**src/rtl/mem_rd_arb_pkg.sv**
```systemverilog
// Shared types and constants for the memory read arbiter.
package mem_rd_arb_pkg;

  typedef enum logic [1:0] {
    ARB_IDLE    = 2'd0,
    ARB_IF_BUSY = 2'd1,
    ARB_LD_BUSY = 2'd2,
    ARB_IF_DROP = 2'd3
  } arb_state_e;

  localparam logic [31:0] WORD_ZERO = 32'h0000_0000;

  // Any non-idle state has a read outstanding at the memory.
  function automatic logic is_waiting(arb_state_e s);
    return s != ARB_IDLE;
  endfunction

endpackage

```
**src/rtl/mem_rd_arb_if.sv**
```systemverilog
// Fetch, load and memory read-port signals of the arbiter, bundled as one interface.
interface mem_rd_arb_if;

  logic        if_req_i;
  logic [31:0] if_addr_i;
  logic        if_gnt_o;
  logic        if_rvalid_o;
  logic [31:0] if_rdata_o;

  logic        ld_req_i;
  logic [31:0] ld_addr_i;
  logic        ld_gnt_o;
  logic        ld_rvalid_o;
  logic [31:0] ld_rdata_o;

  logic        flush_i;

  logic        mem_req_o;
  logic [31:0] mem_addr_o;
  logic        mem_rvalid_i;
  logic [31:0] mem_rdata_i;

  logic        stall_o;
  logic        err_o;

  modport slave (
    input  if_req_i, if_addr_i, ld_req_i, ld_addr_i, flush_i, mem_rvalid_i, mem_rdata_i,
    output if_gnt_o, if_rvalid_o, if_rdata_o, ld_gnt_o, ld_rvalid_o, ld_rdata_o,
           mem_req_o, mem_addr_o, stall_o, err_o
  );

  modport master (
    output if_req_i, if_addr_i, ld_req_i, ld_addr_i, flush_i, mem_rvalid_i, mem_rdata_i,
    input  if_gnt_o, if_rvalid_o, if_rdata_o, ld_gnt_o, ld_rvalid_o, ld_rdata_o,
           mem_req_o, mem_addr_o, stall_o, err_o
  );

endinterface

```
**src/rtl/mem_rd_timer.sv**
```systemverilog
// Clearable wait counter; flags the cycle whose increment would reach TIMEOUT-1.
module mem_rd_timer #(
  parameter int unsigned TIMEOUT = 16,
  parameter int unsigned CNT_W   = 8
) (
  input  logic clk,
  input  logic rst_n,
  input  logic clr,
  input  logic en,
  output logic expired_o
);

  localparam logic [CNT_W-1:0] LIMIT = CNT_W'(TIMEOUT - 1);

  logic [CNT_W-1:0] cnt_q;
  logic [CNT_W-1:0] cnt_inc;

  assign cnt_inc   = cnt_q + CNT_W'(1);
  assign expired_o = en && (cnt_inc == LIMIT);

  // NOTE: sequential state uses non-blocking assignments so every flop samples pre-edge values.
  always_ff @(posedge clk) begin
    if (!rst_n)   cnt_q <= '0;
    else if (clr) cnt_q <= '0;
    else if (en)  cnt_q <= cnt_inc;
  end

endmodule

```
**src/rtl/mem_rd_arb.sv**
```systemverilog
// Shares one single-read-port memory between instruction fetch and data loads,
// one transaction at a time, with flush discard and timeout recovery.
module mem_rd_arb
  import mem_rd_arb_pkg::*;
#(
  parameter int unsigned TIMEOUT = 16,
  parameter int unsigned CNT_W   = 8
) (
  input logic          clk,
  input logic          rst_n,
  mem_rd_arb_if.slave  bus
);

  arb_state_e  state_q;
  logic        last_ld_q;
  logic        if_rvalid_q, ld_rvalid_q, err_q;
  logic [31:0] if_rdata_q, ld_rdata_q;

  logic ld_win, if_win;
  logic tmr_clr, tmr_en, expired;

  // Load normally wins; after a completed load a waiting fetch gets one turn.
  assign ld_win = bus.ld_req_i && !(bus.if_req_i && last_ld_q);
  assign if_win = bus.if_req_i && !ld_win;

  // NOTE: every always_comb output gets a default first so no latch is inferred.
  always_comb begin
    bus.if_gnt_o   = 1'b0;
    bus.ld_gnt_o   = 1'b0;
    bus.mem_req_o  = 1'b0;
    bus.mem_addr_o = WORD_ZERO;
    if (state_q == ARB_IDLE) begin
      bus.ld_gnt_o  = ld_win;
      bus.if_gnt_o  = if_win;
      bus.mem_req_o = ld_win || if_win;
      if (ld_win)      bus.mem_addr_o = bus.ld_addr_i;
      else if (if_win) bus.mem_addr_o = bus.if_addr_i;
    end
  end

  assign bus.stall_o     = (bus.ld_req_i || (state_q == ARB_LD_BUSY)) && !ld_rvalid_q;
  assign bus.if_rvalid_o = if_rvalid_q;
  assign bus.if_rdata_o  = if_rdata_q;
  assign bus.ld_rvalid_o = ld_rvalid_q;
  assign bus.ld_rdata_o  = ld_rdata_q;
  assign bus.err_o       = err_q;

  // Held at zero while idle, restarted when a flush moves the fetch into IF_DROP.
  assign tmr_clr = (state_q == ARB_IDLE) ||
                   ((state_q == ARB_IF_BUSY) && bus.flush_i && !bus.mem_rvalid_i);
  assign tmr_en  = is_waiting(state_q) && !bus.mem_rvalid_i;

  mem_rd_timer #(
    .TIMEOUT (TIMEOUT),
    .CNT_W   (CNT_W)
  ) u_timer (
    .clk       (clk),
    .rst_n     (rst_n),
    .clr       (tmr_clr),
    .en        (tmr_en),
    .expired_o (expired)
  );

  always_ff @(posedge clk) begin
    if (!rst_n) begin
      state_q     <= ARB_IDLE;
      last_ld_q   <= 1'b0;
      if_rvalid_q <= 1'b0;
      ld_rvalid_q <= 1'b0;
      err_q       <= 1'b0;
      if_rdata_q  <= WORD_ZERO;
      ld_rdata_q  <= WORD_ZERO;
    end else begin
      if_rvalid_q <= 1'b0;
      ld_rvalid_q <= 1'b0;
      err_q       <= 1'b0;
      case (state_q)
        ARB_IDLE: begin
          if (ld_win)      state_q <= ARB_LD_BUSY;
          else if (if_win) state_q <= ARB_IF_BUSY;
        end
        ARB_IF_BUSY: begin
          // A response always beats a coincident timeout; flush only gates delivery.
          if (bus.mem_rvalid_i) begin
            if (!bus.flush_i) begin
              if_rvalid_q <= 1'b1;
              if_rdata_q  <= bus.mem_rdata_i;
              last_ld_q   <= 1'b0;
            end
            state_q <= ARB_IDLE;
          end else if (expired) begin
            err_q   <= 1'b1;
            state_q <= ARB_IDLE;
          end else if (bus.flush_i) begin
            state_q <= ARB_IF_DROP;
          end
        end
        ARB_LD_BUSY: begin
          if (bus.mem_rvalid_i) begin
            ld_rvalid_q <= 1'b1;
            ld_rdata_q  <= bus.mem_rdata_i;
            last_ld_q   <= 1'b1;
            state_q     <= ARB_IDLE;
          end else if (expired) begin
            err_q   <= 1'b1;
            state_q <= ARB_IDLE;
          end
        end
        ARB_IF_DROP: begin
          if (bus.mem_rvalid_i) begin
            state_q <= ARB_IDLE;
          end else if (expired) begin
            err_q   <= 1'b1;
            state_q <= ARB_IDLE;
          end
        end
        default: state_q <= ARB_IDLE;
      endcase
    end
  end

endmodule

```
**src/flat_wrapper.sv**
```systemverilog
// flat-port wrapper written by rule: the top's interface ports become plain ports
module mem_rd_arb_flat import mem_rd_arb_pkg::*;
#(
  parameter int unsigned TIMEOUT = 16,
  parameter int unsigned CNT_W   = 8
)
  (clk, rst_n, bus_if_req_i, bus_if_addr_i, bus_ld_req_i, bus_ld_addr_i, bus_flush_i, bus_mem_rvalid_i, bus_mem_rdata_i, bus_if_gnt_o, bus_if_rvalid_o, bus_if_rdata_o, bus_ld_gnt_o, bus_ld_rvalid_o, bus_ld_rdata_o, bus_mem_req_o, bus_mem_addr_o, bus_stall_o, bus_err_o);
  mem_rd_arb_if bus_i ();
  input logic clk;
  input logic rst_n;
  input wire logic [$bits(bus_i.if_req_i)-1:0] bus_if_req_i;
  input wire logic [$bits(bus_i.if_addr_i)-1:0] bus_if_addr_i;
  input wire logic [$bits(bus_i.ld_req_i)-1:0] bus_ld_req_i;
  input wire logic [$bits(bus_i.ld_addr_i)-1:0] bus_ld_addr_i;
  input wire logic [$bits(bus_i.flush_i)-1:0] bus_flush_i;
  input wire logic [$bits(bus_i.mem_rvalid_i)-1:0] bus_mem_rvalid_i;
  input wire logic [$bits(bus_i.mem_rdata_i)-1:0] bus_mem_rdata_i;
  output wire logic [$bits(bus_i.if_gnt_o)-1:0] bus_if_gnt_o;
  output wire logic [$bits(bus_i.if_rvalid_o)-1:0] bus_if_rvalid_o;
  output wire logic [$bits(bus_i.if_rdata_o)-1:0] bus_if_rdata_o;
  output wire logic [$bits(bus_i.ld_gnt_o)-1:0] bus_ld_gnt_o;
  output wire logic [$bits(bus_i.ld_rvalid_o)-1:0] bus_ld_rvalid_o;
  output wire logic [$bits(bus_i.ld_rdata_o)-1:0] bus_ld_rdata_o;
  output wire logic [$bits(bus_i.mem_req_o)-1:0] bus_mem_req_o;
  output wire logic [$bits(bus_i.mem_addr_o)-1:0] bus_mem_addr_o;
  output wire logic [$bits(bus_i.stall_o)-1:0] bus_stall_o;
  output wire logic [$bits(bus_i.err_o)-1:0] bus_err_o;
  assign bus_i.if_req_i = bus_if_req_i;
  assign bus_i.if_addr_i = bus_if_addr_i;
  assign bus_i.ld_req_i = bus_ld_req_i;
  assign bus_i.ld_addr_i = bus_ld_addr_i;
  assign bus_i.flush_i = bus_flush_i;
  assign bus_i.mem_rvalid_i = bus_mem_rvalid_i;
  assign bus_i.mem_rdata_i = bus_mem_rdata_i;
  assign bus_if_gnt_o = bus_i.if_gnt_o;
  assign bus_if_rvalid_o = bus_i.if_rvalid_o;
  assign bus_if_rdata_o = bus_i.if_rdata_o;
  assign bus_ld_gnt_o = bus_i.ld_gnt_o;
  assign bus_ld_rvalid_o = bus_i.ld_rvalid_o;
  assign bus_ld_rdata_o = bus_i.ld_rdata_o;
  assign bus_mem_req_o = bus_i.mem_req_o;
  assign bus_mem_addr_o = bus_i.mem_addr_o;
  assign bus_stall_o = bus_i.stall_o;
  assign bus_err_o = bus_i.err_o;
  mem_rd_arb #(.TIMEOUT(TIMEOUT), .CNT_W(CNT_W)) u_core (.clk(clk), .rst_n(rst_n), .bus(bus_i));
endmodule
```
**config.mk**
```make
export PLATFORM = sky130hd
export DESIGN_NAME = mem_rd_arb_flat
export DESIGN_NICKNAME = d
export VERILOG_FILES = /design/src/rtl/mem_rd_arb_pkg.sv /design/src/rtl/mem_rd_arb_if.sv /design/src/rtl/mem_rd_timer.sv /design/src/rtl/mem_rd_arb.sv /design/src/flat_wrapper.sv
export SDC_FILE = /design/constraint.sdc
export NUM_CORES = 1
export LEC_CHECK = 0
export BUFFER_PORTS_ARGS = -buffer_cell sky130_fd_sc_hd__buf_2
export CORE_AREA = 5 5 127 69
export CTS_CLUSTER_DIAMETER = 80
export CTS_CLUSTER_SIZE = 8
export DETAILED_ROUTE_END_ITERATION = 16
export DIE_AREA = 0 0 132 74
export PLACE_DENSITY = 0.84
export SYNTH_ARGS = -nofsm -noshare
export SYNTH_HDL_FRONTEND = slang
export SYNTH_SLANG_ARGS = --single-unit
```
**constraint.sdc**
```tcl
create_clock -name clk -period 3.45 [get_ports clk]
set_input_delay 0.345 -clock clk [delete_from_list [all_inputs] [get_ports clk]]
set_output_delay 0.345 -clock clk [all_outputs]
set_load 0.05 [all_outputs]
```
# --- After elaboration in Yosys (flattened, before gate mapping) ---
# Index checks and enable logic that the tools add are counted.
word_totals:
  ff_bits: 78
  inputBits: 102
  output_inout_bits: 103
classes:
  n_bitwise: 3
  mux: 21
  add_sub_neg: 1
  eq_ne: 10
  n_reduce_logical: 28
ops:
  columns: ["operator", "n"]
  rows:
  - ["$mux 32", 3]
  - ["$mux 2", 7]
  - ["$mux 1", 9]
  - ["$reduce_and 3->1", 3]
  - ["$add 8x1->8 const B", 1]
  - ["$eq 8x4->1 const B", 1]
  - ["$logic_and 1x1->1", 8]
  - ["$ne 2x2->1 const B", 3]
  - ["$ne 3x1->1 const B", 2]
  - ["$pmux 2 s3", 1]
  - ["$reduce_or 3->1", 2]
  - ["$eq 2x2->1 const B", 2]
  - ["$logic_not 1->1", 4]
  - ["$ne 4x3->1 const B", 1]
  - ["$reduce_and 2->1", 2]
  - ["$reduce_and 4->1", 1]
  - ["$reduce_bool 2->1", 2]
  - ["$reduce_or 2->1", 2]
  - ["$logic_or 1x1->1", 3]
  - ["$not 1->1", 3]
  - ["$eq 2x1->1 const B", 1]
  - ["$logic_not 2->1", 1]
  - ["$pmux 1 s2", 1]

# --- Longest topological paths before layout ---
depth:
  word_depth: 8
  depth_mapped: 7

# --- Hierarchy ---
# Synthesis repeated with hierarchy kept, for this count alone.
hier_totals:
  cells_unflattened: 368
  area_unflattened_um2: 3165.5
modules_own_cells:
  columns: ["module", "area_each_um2", "instances", "seq_area_each_um2", "cells_each"]
  rows:
  - ["mem_rd_arb", 2758.9, 1, 1401.3, 320]
  - ["mem_rd_timer", 406.6, 1, 160.2, 48]

# --- Worst setup path before layout ---
# Ideal clock, no wire load.
synth_path:
  path_kind: "flip-flop to output port"
  startpoint: "reg u_core.state_q[0]"
  endpoint: "out bus_mem_addr_o[22]"
  stages_incl_launch_ff: 6
  n_path_buf: 2
  slack_ns: 1.386
  t_required_ns: 3.105
  arrival_time_ns: 1.719
  cell_sequence: "dfxtp_1 -> buf_2 -> or2_2 -> nor2_2 -> buf_4 -> a22o_1"
synth_between:
  elab_chain_cells: 2
synth_lines:
  columns: ["element", "line_no", "rtl"]
  rows:
  - ["from (decl)", "mem_rd_arb.sv:14", "arb_state_e state_q;"]
  - ["from (signal assigned)", "mem_rd_arb.sv:66", "state_q <= ARB_IDLE;"]
  - ["from (signal assigned)", "mem_rd_arb.sv:79", "if (ld_win) state_q <= ARB_LD_BUSY;"]
  - ["from (signal assigned)", "mem_rd_arb.sv:80", "else if (if_win) state_q <= ARB_IF_BUSY;"]
  - ["$logic_not 2->1", "mem_rd_arb.sv:32", "if (state_q == ARB_IDLE) begin"]
  - ["$mux 32", "mem_rd_arb.sv:32", null]
  - ["to (decl)", "flat_wrapper.sv:25", "output wire logic [$bits(bus_i.mem_addr_o)-1:0] bus_mem_addr_o;"]
# Every way passes these cells.

# --- Worst setup path after layout ---
layout_path:
  startpoint: "reg u_core.state_q[0]"
  endpoint: "out bus_mem_addr_o[19]"
# The elaborated chain is that of the path after synthesis.

==> results.yml <==
floorplanning:
  die_y_um: 74
  start_util_pct: 43.7
  ios: 205
  die_area_mm2: 0.00977
  core_mm2: 0.00763
  rows: 23
  fp.dieW_um: 132
run:
  cap_violations: 0
power_and_ir_drop:
  power.internal_mw: 1.72
  switching_share_pct: 34.9
  power_density_mw_per_mm2: 571
  p_sw_mw: 0.923
  ir_worst_vdd_mv: 0.348
  pwr-share-clk_pct: 35.3
  combPwrFrac_pct: 27.7
  p_leak_nw: 2.20
  share_seq_of_total_power_pct: 37.0
synth:
  synth-xor-area-share_pct: 1.05
  ys_warn_count: 0
  synth_most_common_cell: "nand2_1"
  ys_async_sr_fraction_pct: 0
  synth_flop_cell: "dfxtp_1"
  synth-simple-area-share_pct: 21.6
  synth_mux_area_share_pct: 0
  synth.distinct_cells: 43
  synth_seq_cells: 78
  avgSynthCellArea_um2: 8.08
  synth_nets: 516
  synth_compound_area_share_pct: 23.5
  synthTopCellsByCount: "131 x nand2_1, 78 x dfxtp_1, 71 x a21oi_1, 32 x a22o_1, 15 x nor2_1"
  netlist_instances: 412
  yosys-top-cells-area: "dfxtp_1 47%, nand2_1 15%, a21oi_1 11%, a22o_1 8.4%, nor2_1 1.7%"
  synth_adder_area_share_pct: 0.751
  synth_top_family_by_area: "compound AO/OA/AOI/OAI gates"
  yosysTopAreaCell: "dfxtp_1"
  synth-seq-area-share_pct: 46.9
  synth-edff-count: 0
  synth_area_mm2: 0.00333
  netlist.area_leader.share_pct: 46.9
cells_and_area:
  fin_nets: 703
  area_delta_synth_final_pct: 39.0
  stdcell_area_mm2: 0.00463
  final_util_pct: 60.7
  drive_gt1_share_pct: 38.7
place:
  globalplace.congestion: 0.856
  placed_area_mm2: 0.00433
  dp_hpwl_mm: 8.33
  dp_slack_ps: 1330
  io_buffers: 204
setup_path:
  slowest_delay_ps: 420
  cp.arrival_ps: 2130
  crit_path_start_kind: "flop"
  timing.rr.start: "u_core.state_q[1]$_SDFFE_PN0P_"
  critPathTopFamily: "simple AND/OR/NAND/NOR gates"
  r2r_cells: 4
  crit_fanout: 33
  worst_setup_path_end_kind: "output port"
  cp_num_buf_inv: 2
  slowest_stage: "dfxtp_1"
  crit_type: "flop to output port"
  r2r_end: "u_core.bus.ld_rdata_o[21]$_SDFFE_PN0P_"
  r2r_setup_slack_ps: 1330
  path_cells: "nor2_1, and3_1, buf_4, a22o_1, buf_2"
  critPathRequiredTime_ps: 3110
hold_path:
  worst_hold_startpoint: "bus_mem_rdata_i[0]"
  holdPathEnd: "u_core.bus.if_rdata_o[0]$_SDFFE_PN0P_"
  hold_path_depth: 3
  hp-class: "input port to flop"
status:
  status: "completed"
sta:
  hold_viol: 0
  worstMarginPinSlew_ps: 1230
  skew_ps: 4.58
  relSlewSlack_pct: 17.8
  fmax_ghz: 0.404
  setup_viol: 0
  fin_ws_ps: 973
  finalSetupTns_ps: 0
  maxSlewViolCount: 0
  period_share_pct: 71.8
  rsz0062_at_grt: "no"
  fin_crit_ps: 2480
clock_tree:
  ctsResizeCount: 0
  clk_latency_ps: 320
  cts_tree: "built"
  post_cts_buffers: 0
  htreeDepth: 3
  ctsLongestPathBuffers: 2
  cts_buffers: 9
  cts-root-buf: "clkbuf_16"
  cts.reportedPaths.clkPinSlew_ps: 60
  cts_hold_buf: 0
  cts_sinks: 78
global_routing:
  grt_antenna_before_repair: 1
  gr-usage-all-layers_pct: 21.9
  grt_max_degree: 69
  grt-ovfl-total: 0
  grt_pass1_vias: 3450
  grt_pass1_wl_mm: 17.5
route:
  wl_mm: 11.2
  avgRoutedWirePerCell_um: 15.9
  drc: 0
  drtIter0Drc: 239
  viasPerCell: 5.17
  vias: 3644
  firstDrtPassIters: 5
  detail-route-antenna-nets: 0
[metal layers]
metal | routed length, um | GRT usage [%] | vias up | share of wire [%]
met5 | 0 | 0 | - | 0
met4 | 43 | 4.22 | 0 | 0.38
met3 | 841 | 6.42 | 4 | 7.5
met2 | 5530 | 36.9 | 126 | 49
met1 | 4780 | 28.6 | 1722 | 43
li1 | - | - | 1792 | -
[power by group through the flow]
stage | Sequential, mW | Combinational (mW) | Clock [mW]
floorplan | 1.09 | 0.454 | 0
global placement | 0.992 | 0.716 | 0
detailed placement | 0.996 | 0.731 | 0
CTS | 0.977 | 0.733 | 0.953
global route | 0.983 | 0.775 | 0.996
finish | 0.977 | 0.733 | 0.935
[worst min-delay path, stage by stage]
cell and delay [ps]:
buf_2 100, nand2_1 50, a21oi_1 50
[stage by stage]
step | cells | hold WS (ps) | power [mW]
6_report | 705 | 271 | 2.64
5_1_grt | 705 | 262 | 2.75
4_1_cts | 704 | 259 | 2.66
3_5_place_dp | 688 | 443 | 1.73
3_3_place_gp | 688 | 439 | 1.71
2_1_floorplan | 412 | 463 | 1.54
[placed cells by master, fill, tap and decap left out, types with 5 or more instances in the layout]
cell type,synthesis,routed
dfxtp_1,78,78
a22o_1,32,32
clkbuf_16,0,9
nor2_1,15,15
buf_2,11,204
a21oi_1,71,71
nand2_1,131,131
buf_4,7,5
[worst max-delay path by stage]
stage / startpoint / to / slack [ps] / cells past startpoint
final: u_core.state_q[0]$_SDFFE_PN0P_ / bus_mem_addr_o[19] / 970 / 5
after global routing: u_core.state_q[0]$_SDFFE_PN0P_ / bus_mem_addr_o[30] / 810 / 5
after CTS: u_core.state_q[0]$_SDFFE_PN0P_ / bus_mem_addr_o[8] / 990 / 5
after detailed placement: u_core.state_q[0]$_SDFFE_PN0P_ / bus_mem_addr_o[8] / 1330 / 5
after global placement: u_core.state_q[1]$_SDFFE_PN0P_ / u_core.bus.ld_rdata_o[29]$_SDFFE_PN0P_ / 1480 / 4
after floorplan: u_core.state_q[0]$_SDFFE_PN0P_ / bus_mem_addr_o[22] / 1390 / 5
[cell families after synthesis]
group / Yosys count
xor gates and xnor gates: 4
and+or+nand+nor: 170
adders and majority gates: 2
buffers and inverters: 36
DFF: 78
AOI/OAI and AO/OA: 122
[registers in the layout, indices dropped and copies added, names as in the netlist]
| name | flops |
|---|---|
| u_core.state_q | 2 |
| u_core.bus.ld_rvalid_o | 1 |
| u_core.u_timer.cnt_q | 8 |
| u_core.bus.if_rdata_o | 32 |
| u_core.bus.if_rvalid_o | 1 |
| u_core.bus.err_o | 1 |
| u_core.last_ld_q | 1 |
| u_core.bus.ld_rdata_o | 32 |
[area by class of cell]
cell class                      count  area (um^2)
Clock inverter                      5         57.6
Sequential cell                    78         1560
Fill cell                         679         3000
Inverter                            3         13.8
Clock buffer                       11          243
Multi-Input combinational cell    298         1570
Antenna cell                        1         2.50
Tap cell                          100          125
Timing Repair Buffer              209         1060
(Power assumes the default switching activity.)
